--- src/rtl/cc_nestcheck_seq.sv ---
// Registered nest detector: flags pattern A/B after it persists HOLD cycles,
// with exact/overlap matching, sticky flag, which-pattern code and saturating count.
module cc_nestcheck_seq #(
  parameter int                             NESTCHECK_DATAWIDTH = 8,
  parameter logic [NESTCHECK_DATAWIDTH-1:0] NESTCHECK_PATTERN_A = 8'b00100000,
  parameter logic [NESTCHECK_DATAWIDTH-1:0] NESTCHECK_PATTERN_B = 8'b00000100,
  parameter int                             NESTCHECK_HOLD      = 3,
  parameter int                             NESTCHECK_CNTWIDTH  = 8
) (
  input  logic                           CC_NESTCHECK_CLOCK_50,
  input  logic                           CC_NESTCHECK_RESET_InHigh,
  input  logic                           CC_NESTCHECK_enable_InHigh,
  input  logic                           CC_NESTCHECK_mode_In,
  input  logic                           CC_NESTCHECK_clear_InHigh,
  input  logic [NESTCHECK_DATAWIDTH-1:0] CC_NESTCHECK_data_InBUS,
  output logic                           CC_NESTCHECK_OutLow,
  output logic                           CC_NESTCHECK_sticky_OutHigh,
  output logic [1:0]                     CC_NESTCHECK_which_OutBUS,
  output logic [NESTCHECK_CNTWIDTH-1:0]  CC_NESTCHECK_count_OutBUS
);

  // A hold of zero behaves exactly like a hold of one.
  localparam int HOLD_EFF = (NESTCHECK_HOLD < 1) ? 1 : NESTCHECK_HOLD;
  localparam int RUN_W    = (HOLD_EFF < 2) ? 1 : $clog2(HOLD_EFF + 1);
  localparam logic [RUN_W-1:0] HOLD_R = RUN_W'(HOLD_EFF);
  localparam logic [RUN_W-1:0] RUN_ONE = RUN_W'(1);

  typedef enum logic [1:0] {
    ST_IDLE = 2'd0,
    ST_ARM  = 2'd1,
    ST_DET  = 2'd2
  } state_t;

  logic clk;
  logic srst;
  assign clk  = CC_NESTCHECK_CLOCK_50;
  assign srst = CC_NESTCHECK_RESET_InHigh;

  state_t                          state_q, state_d;
  logic [RUN_W-1:0]                run_q, run_d;
  logic                            out_low_q, out_low_d;
  logic                            sticky_q, sticky_d;
  logic [1:0]                      which_q, which_d;
  logic [NESTCHECK_CNTWIDTH-1:0]   count_q, count_d;

  logic hit_a, hit_b, match, det_entry;

  always_comb begin
    if (CC_NESTCHECK_mode_In) begin
      hit_a = |(CC_NESTCHECK_data_InBUS & NESTCHECK_PATTERN_A);
      hit_b = |(CC_NESTCHECK_data_InBUS & NESTCHECK_PATTERN_B);
    end else begin
      hit_a = (CC_NESTCHECK_data_InBUS == NESTCHECK_PATTERN_A);
      hit_b = (CC_NESTCHECK_data_InBUS == NESTCHECK_PATTERN_B);
    end
    match = CC_NESTCHECK_enable_InHigh & (hit_a | hit_b);
  end

  always_comb begin
    state_d = state_q;
    run_d   = run_q;
    case (state_q)
      ST_IDLE: begin
        if (match) begin
          run_d   = RUN_ONE;
          state_d = (HOLD_EFF == 1) ? ST_DET : ST_ARM;
        end else begin
          run_d = '0;
        end
      end
      ST_ARM: begin
        if (!match) begin
          state_d = ST_IDLE;
          run_d   = '0;
        end else if ((run_q + RUN_ONE) == HOLD_R) begin
          state_d = ST_DET;
          run_d   = HOLD_R;
        end else begin
          run_d = run_q + RUN_ONE;
        end
      end
      ST_DET: begin
        // A continuous match stays here; the run is already saturated.
        if (!match) begin
          state_d = ST_IDLE;
          run_d   = '0;
        end
      end
      default: begin
        state_d = ST_IDLE;
        run_d   = '0;
      end
    endcase
  end

  always_comb begin
    det_entry = (state_d == ST_DET) && (state_q != ST_DET);
    out_low_d = (state_d != ST_DET);
    sticky_d  = sticky_q;
    which_d   = which_q;
    count_d   = count_q;
    // Clear first, so a simultaneous detect entry lands on top of cleared values.
    if (CC_NESTCHECK_clear_InHigh) begin
      sticky_d = 1'b0;
      which_d  = 2'b00;
      count_d  = '0;
    end
    if (det_entry) begin
      sticky_d = 1'b1;
      which_d  = {hit_b, hit_a};
      if (count_d != '1) begin
        count_d = count_d + 1'b1;
      end
    end
  end

  always_ff @(posedge clk) begin
    if (srst) begin
      state_q   <= ST_IDLE;
      run_q     <= '0;
      out_low_q <= 1'b1;
      sticky_q  <= 1'b0;
      which_q   <= 2'b00;
      count_q   <= '0;
    end else begin
      state_q   <= state_d;
      run_q     <= run_d;
      out_low_q <= out_low_d;
      sticky_q  <= sticky_d;
      which_q   <= which_d;
      count_q   <= count_d;
    end
  end

  assign CC_NESTCHECK_OutLow         = out_low_q;
  assign CC_NESTCHECK_sticky_OutHigh = sticky_q;
  assign CC_NESTCHECK_which_OutBUS   = which_q;
  assign CC_NESTCHECK_count_OutBUS   = count_q;

endmodule

--- config.mk ---
export PLATFORM = sky130hd
export DESIGN_NAME = cc_nestcheck_seq
export DESIGN_NICKNAME = d
export VERILOG_FILES = /design/src/rtl/cc_nestcheck_seq.sv
export SDC_FILE = /design/constraint.sdc
export NUM_CORES = 1
export LEC_CHECK = 0
export ABC_AREA = 1
export CAP_MARGIN = 30
export CORE_MARGIN = 2
export CORE_UTILIZATION = 49
export DETAILED_ROUTE_END_ITERATION = 12
export PLACE_DENSITY = 0.85
export SYNTH_ARGS = -nofsm -noshare
export SYNTH_HDL_FRONTEND = slang
export SYNTH_SLANG_ARGS = --single-unit
--- constraint.sdc ---
create_clock -name CC_NESTCHECK_CLOCK_50 -period 1.65 [get_ports CC_NESTCHECK_CLOCK_50]
set_input_delay 0.33 -clock CC_NESTCHECK_CLOCK_50 [delete_from_list [all_inputs] [get_ports CC_NESTCHECK_CLOCK_50]]
set_output_delay 0.33 -clock CC_NESTCHECK_CLOCK_50 [all_outputs]
set_load 0.03 [all_outputs]
==> summary.txt <==
Timing
  – RSZ-0062 raised after global routing: true
  – Least-Margin Pin Slew: 0.390 ns
  – Rel. slew slack: between 70% and 80%
  – Fin crit period: around 1.6 ns
  – Max Fclk: 616 MHz
  – Final worst-path cycle share: slightly below 100%
  – # setup viols final: 0
  – Slew Limit Fails: 0
  – Worst clock skew: between 0.002 and 0.0025 ns
  – Final Hold Vio Count: 0
  – Hold slack: between 0.4 and 0.5 ns

GRT
  – Initial antenna violation count: 0
  – Total gr overflow: 0
  – Vias in the first global route: roughly 1200
  – GRT Resource Usage Total: roughly a quarter
  – Largest net degree at the start of global routing: 11
  – First-pass GRT wire length: around 5000 µm

Clock tree
  – Cts hold-fix bufs: 0
  – CTS Buf Count: 3
  – CTS clk-pin slew, worst paths: around 0.10 ns
  – Clock Latency Late Sink: roughly 0.29 ns
  – Clock sink count: 16
  – CTS H-tree lvls: 1
  – CTS tree: done
  – Root Buffer: clkbuf_4
  – CTS max path bufs: 2

Finish
  – Cell Count, Final, Fillers Out: approximately 220
  – Area of the multi-input gates: between 600 and 700 µm²
  – Fillers: approximately 150
  – Final #Nets: 206
  – Proportion of layout cells with a drive suffix above 1: about 29%
  – Commonest non-fill, non-tap cells in the layout: 28 x nand2_1, 20 x buf_4, 15 x inv_1
  – FF/Latch Area: roughly 320 µm²
  – Area Overhead vs Synth: 44.2%
  – # diodes: 0
  – Most common cell after layout, fill and taps aside: nand2_1

Synthesis
  – Yosys cell types: 31
  – Sequential area share after synthesis: 30.4%
  – Flops & latches, synth: 16
  – Yosys warns: 0
  – Mapped Cells: between 100 and 150
  – Synthesized area per cell: approximately 7 µm²
  – Syn Nets: roughly 160
  – Synth top area share: between 30% and 40%
  – Synth area leaders: dfxtp_1 30%, nand2_1 11%, nand3_1 6.7%
  – Synth area leader: dfxtp_1
  – Mapped Area: about 1100 µm²

Drt
  – Vias per inst: between 5 and 6
  – ANT nets after route: 0
  – Total number of vias: 1214
  – DR iter-0 viols: 64
  – Total wire length: 3170 µm
  – Length of the first detailed-routing pass in iterations: 4
  – Drt wl/cell: 14.6 µm
  – DR DRC count: 0

Hold path
  – Class of the worst hold path: flip-flop to flip-flop

Place
  – PortBufs: 24
  – DP HPWL: 2180 µm
  – Routability congestion estimate: approximately 0.86
  – Inst Count DP: around 210

Die
  – Number of I/O pins: 25
  – Die H: roughly 50 µm
  – DIE AREA: 2540 µm²
  – Die X-Extent: between 50 and 60 µm
  – Starting density of the core: between 50% and 60%
  – Core area: ~2000 µm²
  – Core Rows: 16

Power and ir drop
  – Switching Power: ~0.19 mW
  – Power per cell area: roughly 500 nW/µm²
  – Lkg Pwr: approximately 0.76 nW
  – Seq pwr share: between 50 and 60%
  – Worst VDD drop: approximately 0.37 mV
  – Combinational fraction of design power: 12.8%
  – Sw Share: around 25%
  – Clk pwr share: roughly 36%
  – Cell Int Power: between 0.5 and 0.6 mW

Outcome
  – Status: complete, no violations

Setup path
  – Arrival time worst endpoint: 1.81 ns
  – Critical setup path kind: flip-flop to flip-flop
  – CP Max Fanout: 5
  – Setup crit end kind: flip-flop
  – Critical path startpoint category: flip-flop
  – CP Data Required Time: about 1.8 ns
  – R2R setup slack: about 0.026 ns

Flow run
  – Max_cap viols: 0
[state kept, by name, indices dropped and copies added, names as in the netlist]
signal and flops:
CC_NESTCHECK_OutLow 1, CC_NESTCHECK_count_OutBUS 8, CC_NESTCHECK_sticky_OutHigh 1, CC_NESTCHECK_which_OutBUS 2, run_q 2, state_q 2
[cell families (layout without fill, tap and decap cells)]
kind of cell	after synthesis	in the layout	synth area share (%)
AO/OA/AOI/OAI	21	21	11.4
XOR/XNOR	1	1	0.832
adder cells (fa/ha/maj)	2	2	2.37
buffers and inverters	21	65	8.91
flip-flops	16	16	30.4
AND/OR/NAND/NOR	85	85	46.1
[worst paths after layout]
check / depth (start not counted) / endpoint / startpoint
worst min-delay path: 2 / CC_NESTCHECK_sticky_OutHigh / CC_NESTCHECK_sticky_OutHigh
worst min register to register: 2 / CC_NESTCHECK_sticky_OutHigh / CC_NESTCHECK_sticky_OutHigh
worst max register to register: 11 / CC_NESTCHECK_count_OutBUS[6] / CC_NESTCHECK_count_OutBUS[0]
worst max-delay path: 11 / CC_NESTCHECK_count_OutBUS[6] / CC_NESTCHECK_count_OutBUS[0]
[Yosys cell counts (all sizes together)]
cell type,instances
o21ai,6
a31oi,1
or2,2
ha,2
nand2,36
nand3,16
dfxtp,16
a21oi,13
nor3,1
xnor2,1
clkbuf,2
inv,17
buf,2
nor2,21
nand4,9
a21boi,1
[power by group through the flow]
stage | combinational (mW) | clock (mW) | sequential (mW)
after CTS | 0.0890 | 0.270 | 0.390
after global placement | 0.0849 | 0 | 0.399
after global routing | 0.102 | 0.286 | 0.390
after floorplan | 0.0382 | 0 | 0.398
final | 0.0969 | 0.271 | 0.390
after detailed placement | 0.0886 | 0 | 0.399
[timing repair]
| item | CTS | global route |
|---|---|---|
| setup buffers | 0 | 2 |
| pin swaps | 1 | 2 |
| setup endpoints to repair | 16 | 13 |
| gates resized for setup | 14 | 8 |
[worst max-delay path: stages, from the launching register on]
cell	delay, ns
dfxtp_2	0.36
inv_1	0.07
nor2_2	0.12
ha_2	0.21
nand2_2	0.10
nor2_8	0.14
buf_4	0.13
nand2_1	0.05
nand2_1	0.06
nand3_1	0.09
nand4_1	0.11
a21oi_1	0.08
[area by class of cell]
class                      count  share of cell area (%)
clock buffer                   4                    2.39
inverter                      17                    4.37
multi-input combinational    109                    44.4
sequential                    16                    21.3
tap                           27                    2.22
timing repair buffer          44                    25.4
[metal layers]
| metal | GRT usage [%] | part of all wire (%) | up-vias |
|---|---|---|---|
| li1 | - | - | 571 |
| met4 | 7.21 | 3.4 | 0 |
| met5 | 0 | 0 | - |
| met1 | 28.8 | 37 | 564 |
| met3 | 3.87 | 5.8 | 17 |
| met2 | 49.6 | 53 | 62 |
[metrics by stage]
stage                     cell area (µm²)  util (%)  worst slack [ns]  setup TNS [ns]  total power, mW
after floorplan                      1060         -            0.0113               0            0.437
after global placement               1440      71.8            -0.327           -3.43            0.484
after detailed placement             1440      71.8            -0.444           -4.62            0.488
after CTS                            1470      73.5           0.00343               0            0.749
after global routing                 1520      75.9           -0.0468         -0.0795            0.778
final                                1520      75.9            0.0261               0            0.758
(Power assumes the default switching activity.)
==> variant: new RTL, same flow settings <==
The parameter `NESTCHECK_HOLD` goes from 3 to 6.
--- a/src/rtl/cc_nestcheck_seq.sv
+++ b/src/rtl/cc_nestcheck_seq.sv
@@ -4,7 +4,7 @@
   parameter int                             NESTCHECK_DATAWIDTH = 8,
   parameter logic [NESTCHECK_DATAWIDTH-1:0] NESTCHECK_PATTERN_A = 8'b00100000,
   parameter logic [NESTCHECK_DATAWIDTH-1:0] NESTCHECK_PATTERN_B = 8'b00000100,
-  parameter int                             NESTCHECK_HOLD      = 3,
+  parameter int                             NESTCHECK_HOLD      = 6,
   parameter int                             NESTCHECK_CNTWIDTH  = 8
 ) (
   input  logic                           CC_NESTCHECK_CLOCK_50,
Formal check against the unedited RTL: not equivalent (Yosys sat finds a counterexample within 4 cycles, from zero or initial values and one cycle with CC_NESTCHECK_RESET_InHigh high).
==> variant against the unedited design <==
- routed wire length down 6.9%
- total power down 2.4%
- synthesized area up 3.7%
- cell area up 0.66%
- die area up 3.4%
- sequential cell count up 1
- clock skew down 1.7 ps
- worst hold slack better by 10 ps
- fmax up 6.1%
- synthesized cell count up 6.2%
- first-iteration DRC count down 20%
- sequential power up 6.2%
- worst setup slack better by 94 ps
- largest cell class unchanged
==> variant: results (changes against the unedited design) <==
[yosys]
synth-seq-area-share_pct=31.16  ; +0.75 points
synth_xor_area_share_pct=0.8018  ; -0.030 points
syn_nets=171  ; +6.2%
synthTopCellsByArea=dfxtp_1 31%, nand2_1 10%, nand3_1 7.3%
synth_compound_area_share_pct=12.60  ; +1.2 points
synth_cell_types=27  ; -13%
synth_edf_count=0  ; unchanged
synth_commonest_cells=30 x nand2_1, 19 x inv_1, 17 x dfxtp_1, 16 x nand3_1, 12 x a21oi_1
synthAdderAreaFrac_pct=3.436  ; +1.1 points

[routing]
num_vias=1154  ; -4.9%
drtIter0Drc=51  ; -20%
vias_per_cell=5.084  ; -9.1%

[final_layout]
layout.nets=216  ; +4.9%
numSequentialCells=17  ; +1
drive_above_1_share_pct=27.64  ; -1.3 points
clkbuf_count=3  ; -1
nNonClkInverters=22  ; +5
register_area_um2=342.8  ; +6.2%
multi_input_area_share_pct=42.72  ; -1.7 points
multiInputGateArea_um2=653.1  ; -3.2%
bufAreaShareNonClock_pct=25.20  ; -0.17 points
n_fill_cell=181  ; +25%
clock_area_share_pct=1.800  ; -0.59 points

[sta]
finalClockSkew_ps=0.6008  ; -1.727 ps
fin_ws_ps=119.7  ; +93.64 ps
worst_slew_pin_slew_ps=325.4  ; -64.69 ps

[critical_path]
worst-r2r-cell-count=9  ; -2
endpoint=CC_NESTCHECK_which_OutBUS[1]$_SDFFE_PP0P_
cp_top_family=buffers and inverters
cp_data_arrival_time_ps=1760  ; -50 ps
startpoint=CC_NESTCHECK_data_InBUS[3]
critPathSlowestCell=clkdlybuf4s50_1
critPathMaxFanout=7  ; +2
reg2reg_from=CC_NESTCHECK_count_OutBUS[1]$_SDFF_PP0_

[floorplanning]
fp.dieW_um=51.22  ; +1.7%

[placed_design]
pre_cts_ws_ps=-395.7  ; +48.47 ps
placedInstanceArea_um2=1479  ; +2.9%

[grt]
grt_pass1_wl_um=4678  ; -7.9%
track_usage_pct=23.42  ; -2.3 points
grt_start_max_net_pins=12  ; +1

[power_and_ir_drop]
irDropWorstVdd_v=0.0006038  ; +62%
p_leak_nw=0.7608  ; -0.41%

[run_status]
status=complete, no violations

variant: power by group:
group / internal (mW) / switching (mW)
registers: 0.412 / 0.00164
clock network: 0.0903 / 0.139
logic: 0.0488 / 0.0478
total: 0.552 / 0.188
variant: metal layers:
layer	vias to the layer above	track usage (%)	routed length [um]
li1	597	-	-
met1	527	22.24	1140
met2	25	49.78	1668
met3	5	2.924	105
met4	0	7.895	35
met5	-	0	0
variant: worst register-to-register path, cell delays in order, from the launching register on:
cell and delay [ps]:
dfxtp_1 350, inv_1 60, nor2_2 110, ha_2 220, nand2_2 90, nor2_4 200, nand2_4 110, nand3_1 100
nand4_1 80, a21oi_1 140
variant: what timing repair did:
action	in CTS	in global routing
endpoints found under the hold margin	0	0
hold buffers	0	0
setup buffers	0	1
pin swaps	1	3
endpoints found under the setup margin	17	13
gates resized for setup	10	10
